$ cat config.mk
export PLATFORM = sky130hd
export DESIGN_NAME = pwm_multichannel
export DESIGN_NICKNAME = d
export VERILOG_FILES = /design/src/rtl/pwm_multichannel.sv
export SDC_FILE = /design/constraint.sdc
export NUM_CORES = 1
export LEC_CHECK = 0
export BUFFER_PORTS_ARGS = -buffer_cell sky130_fd_sc_hd__buf_2
export CAP_MARGIN = 20
export CORE_MARGIN = 2
export CORE_UTILIZATION = 50
export CTS_BUF_LIST = sky130_fd_sc_hd__clkbuf_4 sky130_fd_sc_hd__clkbuf_8 sky130_fd_sc_hd__clkbuf_16
export DETAILED_ROUTE_END_ITERATION = 10
export PLACE_DENSITY = 0.76
export SLEW_MARGIN = 10
export SYNTH_ARGS = -nofsm -noshare
export SYNTH_HDL_FRONTEND = slang
export SYNTH_SLANG_ARGS = --single-unit
$ cat constraint.sdc
create_clock -name clk_i -period 2.3 [get_ports clk_i]
set_input_delay 0.115 -clock clk_i [delete_from_list [all_inputs] [get_ports clk_i]]
set_output_delay 0.115 -clock clk_i [all_outputs]
set_load 0.01 [all_outputs]
$ cat src/rtl/pwm_multichannel.sv
// Multichannel Wishbone PWM: shared prescaler and period counter, per-channel duty compare and polarity.
// Period and duty are double-buffered; active copies reload at a wrap, or every cycle while disabled.
module pwm_multichannel #(
  parameter int Channels   = 4,
  parameter int Width      = 8,
  parameter int PrescWidth = 16
) (
  input  logic                clk_i,
  input  logic                rst_ni,
  input  logic                wb_stb_i,
  input  logic                wb_we_i,
  input  logic [3:0]          wb_adr_i,
  input  logic [31:0]         wb_dat_i,
  output logic [31:0]         wb_dat_o,
  output logic                wb_ack_o,
  output logic [Channels-1:0] pwm_o,
  output logic                wrap_o
);

  logic                  en_q, en_d;
  logic [PrescWidth-1:0] presc_q, presc_d;
  logic [PrescWidth-1:0] pcnt_q, pcnt_d;
  logic [Width-1:0]      period_sh_q, period_sh_d;
  logic [Width-1:0]      period_act_q, period_act_d;
  logic [Width-1:0]      cnt_q, cnt_d;
  logic [Channels-1:0]   pol_q, pol_d;
  logic [Channels-1:0]   pwm_q, pwm_d;
  logic [Channels-1:0]   raw;
  logic [Width-1:0]      duty_sh_q  [Channels];
  logic [Width-1:0]      duty_sh_d  [Channels];
  logic [Width-1:0]      duty_act_q [Channels];
  logic [Width-1:0]      duty_act_d [Channels];
  logic                  wrap_q, wrap_d;
  logic                  ack_q, ack_d;
  logic [31:0]           dat_q, dat_d;
  logic [31:0]           rdata;
  logic                  wr, rd, tick, at_top, reload;
  logic                  unused_dat;

  assign unused_dat = ^wb_dat_i;

  // Only the first cycle of a strobe is a real access; the ack cycle is ignored.
  assign wr = wb_stb_i & wb_we_i & ~ack_q;
  assign rd = wb_stb_i & ~wb_we_i & ~ack_q;

  always_comb begin
    en_d        = en_q;
    presc_d     = presc_q;
    period_sh_d = period_sh_q;
    pol_d       = pol_q;
    duty_sh_d   = duty_sh_q;
    if (wr) begin
      case (wb_adr_i)
        4'd0:    en_d        = wb_dat_i[0];
        4'd1:    presc_d     = wb_dat_i[PrescWidth-1:0];
        4'd2:    period_sh_d = wb_dat_i[Width-1:0];
        4'd3:    pol_d       = wb_dat_i[Channels-1:0];
        default: begin
          for (int n = 0; n < Channels; n++) begin
            if (wb_adr_i == 4'(n + 4)) duty_sh_d[n] = wb_dat_i[Width-1:0];
          end
        end
      endcase
    end
  end

  always_comb begin
    rdata = '0;
    case (wb_adr_i)
      4'd0:    rdata[0]              = en_q;
      4'd1:    rdata[PrescWidth-1:0] = presc_q;
      4'd2:    rdata[Width-1:0]      = period_sh_q;
      4'd3:    rdata[Channels-1:0]   = pol_q;
      default: begin
        for (int n = 0; n < Channels; n++) begin
          if (wb_adr_i == 4'(n + 4)) rdata[Width-1:0] = duty_sh_q[n];
        end
      end
    endcase
  end

  // The >= compare lets a lowered PRESC take effect without the prescaler running away.
  assign tick   = en_q & (pcnt_q >= presc_q);
  assign at_top = (cnt_q == period_act_q);

  always_comb begin
    pcnt_d       = pcnt_q;
    cnt_d        = cnt_q;
    reload       = 1'b0;
    period_act_d = period_act_q;
    duty_act_d   = duty_act_q;
    if (!en_q) begin
      pcnt_d = '0;
      cnt_d  = '0;
      reload = 1'b1;
    end else begin
      pcnt_d = tick ? '0 : pcnt_q + PrescWidth'(1);
      if (tick) begin
        if (at_top) begin
          cnt_d  = '0;
          reload = 1'b1;
        end else begin
          cnt_d = cnt_q + Width'(1);
        end
      end
    end
    if (reload) begin
      period_act_d = period_sh_q;
      duty_act_d   = duty_sh_q;
    end
    for (int n = 0; n < Channels; n++) begin
      raw[n] = (cnt_q < duty_act_q[n]);
    end
    pwm_d  = en_q ? (raw ^ pol_q) : pol_q;
    wrap_d = tick & at_top;
    ack_d  = wb_stb_i & ~ack_q;
    dat_d  = rd ? rdata : 32'd0;
  end

  always_ff @(posedge clk_i or negedge rst_ni) begin
    if (!rst_ni) begin
      en_q         <= 1'b0;
      presc_q      <= '0;
      pcnt_q       <= '0;
      period_sh_q  <= '1;
      period_act_q <= '1;
      cnt_q        <= '0;
      pol_q        <= '0;
      duty_sh_q    <= '{default: '0};
      duty_act_q   <= '{default: '0};
      pwm_q        <= '0;
      wrap_q       <= 1'b0;
      ack_q        <= 1'b0;
      dat_q        <= '0;
    end else begin
      en_q         <= en_d;
      presc_q      <= presc_d;
      pcnt_q       <= pcnt_d;
      period_sh_q  <= period_sh_d;
      period_act_q <= period_act_d;
      cnt_q        <= cnt_d;
      pol_q        <= pol_d;
      duty_sh_q    <= duty_sh_d;
      duty_act_q   <= duty_act_d;
      pwm_q        <= pwm_d;
      wrap_q       <= wrap_d;
      ack_q        <= ack_d;
      dat_q        <= dat_d;
    end
  end

  assign pwm_o    = pwm_q;
  assign wrap_o   = wrap_q;
  assign wb_ack_o = ack_q;
  assign wb_dat_o = dat_q;

endmodule
After elaboration in Yosys (flattened, before gate mapping)
Cells that the tools add are included.
- register bits after elaboration: 147
- input port bits: 40
- output and inout port bits: 38
- $add $sub $neg: 2
- magnitude comparators: 5
- equality and inequality tests: 9
- multiplexer cells: 18
- bitwise operators: 11
- reduce and logical (&&, ||, !) cells: 11
- operators by type and width (cell ; number):
    $mux 8 ; 8
    $mux 16 ; 3
    $lt 8x8->1 ; 4
    $add 16x1->16 const B ; 1
    $eq 4x3->1 const B ; 4
    $ge 16x16->1 ; 1
    $pmux 3 s4 ; 1
    $pmux 4 s3 ; 1
    $reduce_and 3->1 ; 4
    $add 8x1->8 const B ; 1
    $eq 4x2->1 const B ; 2
    $eq 8x8->1 ; 1
    $reduce_and 2->1 ; 4
    $and 1x1->1 ; 7
    $eq 4x1->1 const B ; 1
    $logic_not 4->1 ; 1
    $mux 4 ; 1
    $pmux 1 s4 ; 1
    $reduce_or 4->1 ; 1
    $xor 4x4->4 ; 1
    $mux 1 ; 3
    $not 1->1 ; 3
    $ne 2x1->1 const B ; 1
    $reduce_or 2->1 ; 1

Depth between registers and ports, before layout
- word-level depth: 7
- depth in mapped cells: 9
- mapped depth without buffers: 8

Worst setup path after synthesis
OpenSTA, ideal clock, no wires.
- path kind: register -> register
- start: register pcnt_q[2]
- end: register duty_act_q[0] (netlist name)
- setup time: 0.125 ns
- arrival: 2.178 ns
- required time: 2.175 ns
- setup slack: -0.003 ns
- stages on the path, launching flop included: 9
- clock period less this slack: 2.303 ns
- path through: dfrtp_1 > ha_1 > a211o_1 > a31oi_1 > o31ai_1 > a211oi_4 > o21ai_2 > buf_6 > mux2_4
- word-level cells in the longest chain between the ends: 4
- RTL lines (element ; RTL line ; source):
    start: declaration ; 22 ; logic [PrescWidth-1:0] pcnt_q, pcnt_d;
    start signal: assignment ; 138 ; pcnt_q <= pcnt_d;
    $ge 16x16->1 ; 83 ; assign tick = en_q & (pcnt_q >= presc_q);
    $and 1x1->1 ; 83 ;
    $mux 1 ; 98 ; if (tick) begin
    $mux 1 ; 92 ; if (!en_q) begin
    end signal: assignment ; 144 ; duty_act_q <= duty_act_d;
    end: declaration ; 31 ; logic [Width-1:0] duty_act_q [Channels];
No other way between the ends.
A chain may end at the register's enable or synchronous reset.

Worst setup path in the final report
- start: register pcnt_q[5]
- end: register duty_act_q[31] (netlist name)
Same word-level chain as after synthesis.

==> impl_metrics.csv <==
group,metric,value,unit
outcome,status,"complete, but fails checks",
outcome,violations,"negative setup slack",
clock_network,clockRootBuffer,"clkbuf_16",
worst_setup_path,worstSetupPathType,"reg -> reg",
clock_network,cts_buffer_depth,2,
finish,area_growth_syn_to_layout,20.1,%
global_route,overflow,0,
yosys,yosys_warnings,0,
finish,instances_no_fill,902,
finish,final_core_util,61.9,%
timing,worstMarginPinSlew,0.694,ns
timing,fmax,414,MHz
clock_network,numCtsBuffers,17,
timing,rsz0062_at_grt,"true",
timing,fin_skew,0.00698,ns
yosys,avgSynthCellArea,12.6,um2
floorplan,start_util,51.6,%
power_and_ir_drop,p_leak,0.00441,uW
power_and_ir_drop,p_clk_share,35.3,%
global_route,antenna_found_initial,0,
detailed_routing,drt-pass1-iter-count,5,
power_and_ir_drop,p_switching,2270,uW
finish,final_cell_mix,"dfrtp_1 (131), mux2_2 (61), buf_2 (45), inv_1 (44), ha_1 (44)",
place,dpl.cell_count,852,
detailed_routing,vias,5185,
yosys,synthArstFlopShare,100,%
detailed_routing,vias_per_cell,5.75,
finish,multi_input_area,0.00357,mm2
worst_setup_path,path_max_fanout,5,
clock_network,htree_num_levels,4,
global_route,grt_max_degree,64,
yosys,syn_area,0.00752,mm2
place,dp_hpwl,12500,um
place,place.port_buffers,45,
timing,period_share,105,%
hold_path,min_path_type,"in -> reg",
flow_run,cap_violations,0,
finish,diodes,0,
clock_network,cts_tree,"built",
global_route,grt_pass1_wl,28800,um
power_and_ir_drop,power,7720,uW
floorplan,ioPinCount,78,
floorplan,fp.coreArea,0.0146,mm2
yosys,synthDistinctLibCells,46,
clock_network,clock_latency,0.43,ns
detailed_routing,drc,0,
timing,fin_ws,-0.114,ns
yosys,synth_edf_count,0,
clock_network,clock-sinks,147,
timing,fin_setup_tns,-2.25,ns
power_and_ir_drop,p_per_area,854,mW/mm2
finish,fin_nets,791,
worst_setup_path,start_kind,"flip-flop",
timing,setup_violations,35,
detailed_routing,drtAntennaViolNets,0,
detailed_routing,drt_iter0_drc,427,
timing,relSlewSlack,53.7,%
power_and_ir_drop,power.internal,5450,uW
yosys,synth_seq_cells,147,
floorplan,die_area,0.0160,mm2
floorplan,die_y,127,um
power_and_ir_drop,vdd_drop_max,0.577,mV
timing,fin_crit,2.41,ns
detailed_routing,wl_per_cell,20.0,um
power_and_ir_drop,share_comb_of_total_power,21.4,%
floorplan,die_w,127,um
timing,maxSlewViolCount,0,
floorplan,rows,44,
power_and_ir_drop,seqPwrFrac,43.3,%
finish,seqCellArea,0.00370,mm2
place,gp_congestion,0.855,
yosys,yosysSeqAreaShare,49.2,%
worst_setup_path,required,2.61,ns
global_route,grt_pass1_vias,5299,
finish,final_common_cell,"dfrtp_1",
power_and_ir_drop,switching_share,29.4,%
global_route,grt_use_total,23.3,%
yosys,synthFlopType,"dfrtp_1",
timing,finalHoldViolations,0,
worst_setup_path,cp.arrival,2.73,ns
yosys,synthCells,599,
worst_setup_path,crit_path_end_kind,"flip-flop",
finish,nFillCells,1050,
clock_network,path_clk_slew,0.06,ns
finish,final_layout_size_suffix_gt1_share,38.2,%
detailed_routing,wirelength,18000,um
[sequential cells by signal, summed over array words and instances, names as in the netlist]
name          cells
wrap_o            1
pwm_o             4
period_sh_q       8
wb_ack_o          1
presc_q          16
en_q              1
pcnt_q           16
duty_act_q       32
cnt_q             8
pol_q             4
period_act_q      8
wb_dat_o         16
duty_sh_q        32
[cell usage after synthesis (5+ instances only)]
cell | n | share of area [%]
a211o_1 | 5 | 0.58
clkbuf_1 | 11 | 0.55
nand2b_1 | 5 | 0.42
nor3b_1 | 7 | 0.70
a21o_1 | 7 | 0.70
xor2_1 | 11 | 1.3
a22oi_1 | 7 | 0.70
a21oi_1 | 14 | 0.93
nand3_1 | 12 | 0.80
inv_1 | 47 | 2.3
ha_1 | 46 | 7.7
a32o_1 | 5 | 0.67
mux2_4 | 40 | 8.0
mux2_2 | 61 | 9.1
o21ai_0 | 13 | 0.86
dfstp_2 | 16 | 5.6
nand4_1 | 9 | 0.75
a211oi_1 | 6 | 0.60
buf_4 | 16 | 1.6
nand2_1 | 11 | 0.55
mux4_2 | 9 | 2.7
dfrtp_1 | 131 | 44
xnor2_1 | 15 | 1.7
nor2_1 | 39 | 1.9
nor3_1 | 9 | 0.60
and3_1 | 9 | 0.75
[path summary, 6_finish.rpt]
| kind | startpoint | endpoint | slack (ns) | cells past startpoint |
|---|---|---|---|---|
| hold / removal | wb_dat_i[3] | presc_q[3] | 0.02 | 2 |
| min in group asynchronous | rst_ni | pcnt_q[6] | 0.24 | 2 |
| hold reg to reg | wb_ack_o | wb_ack_o | 0.47 | 1 |
| max in group asynchronous | rst_ni | period_sh_q[2] | 1.32 | 3 |
| setup / recovery | pcnt_q[5] | duty_act_q[31] | -0.11 | 9 |
| setup reg to reg | pcnt_q[5] | duty_act_q[31] | -0.11 | 9 |
[timing repair]
| item | 4_1_cts | 5_1_grt |
|---|---|---|
| gates resized for setup | 8 | 23 |
| pin swaps | 1 | 7 |
| hold buffers | 10 | 0 |
| endpoints found under the setup margin | 61 | 64 |
| buffers inserted | 7 | 5 |
| endpoints found under the hold margin | 62 | 0 |
| gates cloned | 2 | 1 |
[cell type report]
type | count | share of cell area, %
multi-input cells | 386 | 39.5
clock buffers | 18 | 4.86
inverters | 47 | 1.95
well taps | 184 | 2.55
clock inverters | 14 | 1.58
flip-flops and latches | 147 | 40.9
repair buffers | 106 | 8.63
[worst max-delay path, stage by stage (launching register included)]
cell and delay (ns):
dfrtp_1 0.41, ha_4 0.26, a211o_1 0.29, a21oi_2 0.19, o31ai_4 0.11, a211oi_4 0.30
o21ai_4 0.14, buf_6 0.18, buf_6 0.12, mux2_4 0.29
[routing by layer]
| metal | wire length (um) | part of all wire, % | track usage [%] | up-vias |
|---|---|---|---|---|
| li1 | - | - | - | 2309 |
| met1 | 7900 | 44 | 31.4 | 2641 |
| met2 | 8700 | 48 | 37.1 | 201 |
| met3 | 1010 | 5.6 | 5.10 | 34 |
| met4 | 429 | 2.4 | 8.79 | 0 |
| met5 | 0 | 0 | 0 | - |
[power by group through the flow]
stage	clock [uW]	combinational [uW]	sequential [uW]
after floorplan	0	1080	3240
after CTS	2750	1620	3320
after global placement	0	1450	3330
after detailed placement	0	1510	3360
after global routing	2870	1790	3380
final	2730	1650	3340
[per-stage QoR]
stage                     instance area [um2]  hold slack [ns]  setup slack (ns)
after floorplan                          7580           -0.181            0.0306
after global placement                   8190            0.129           -0.0825
after detailed placement                 8190            0.140            -0.149
after CTS                                8990          0.00497            -0.154
after global routing                     9030           0.0104            -0.195
final                                    9030           0.0220            -0.114
[cell families after synthesis]
| group | count (synthesis) | synth area share, % |
|---|---|---|
| flops | 147 | 49.2 |
| simple gates | 116 | 8.20 |
| mux | 112 | 20.1 |
| buf+inv | 81 | 5.29 |
| compound gates | 70 | 6.54 |
| fa+ha+maj | 46 | 7.65 |
| xor+xnor | 26 | 3.03 |
| other cells | 1 | 0.0499 |
Power figures use the tool's default switching activity.
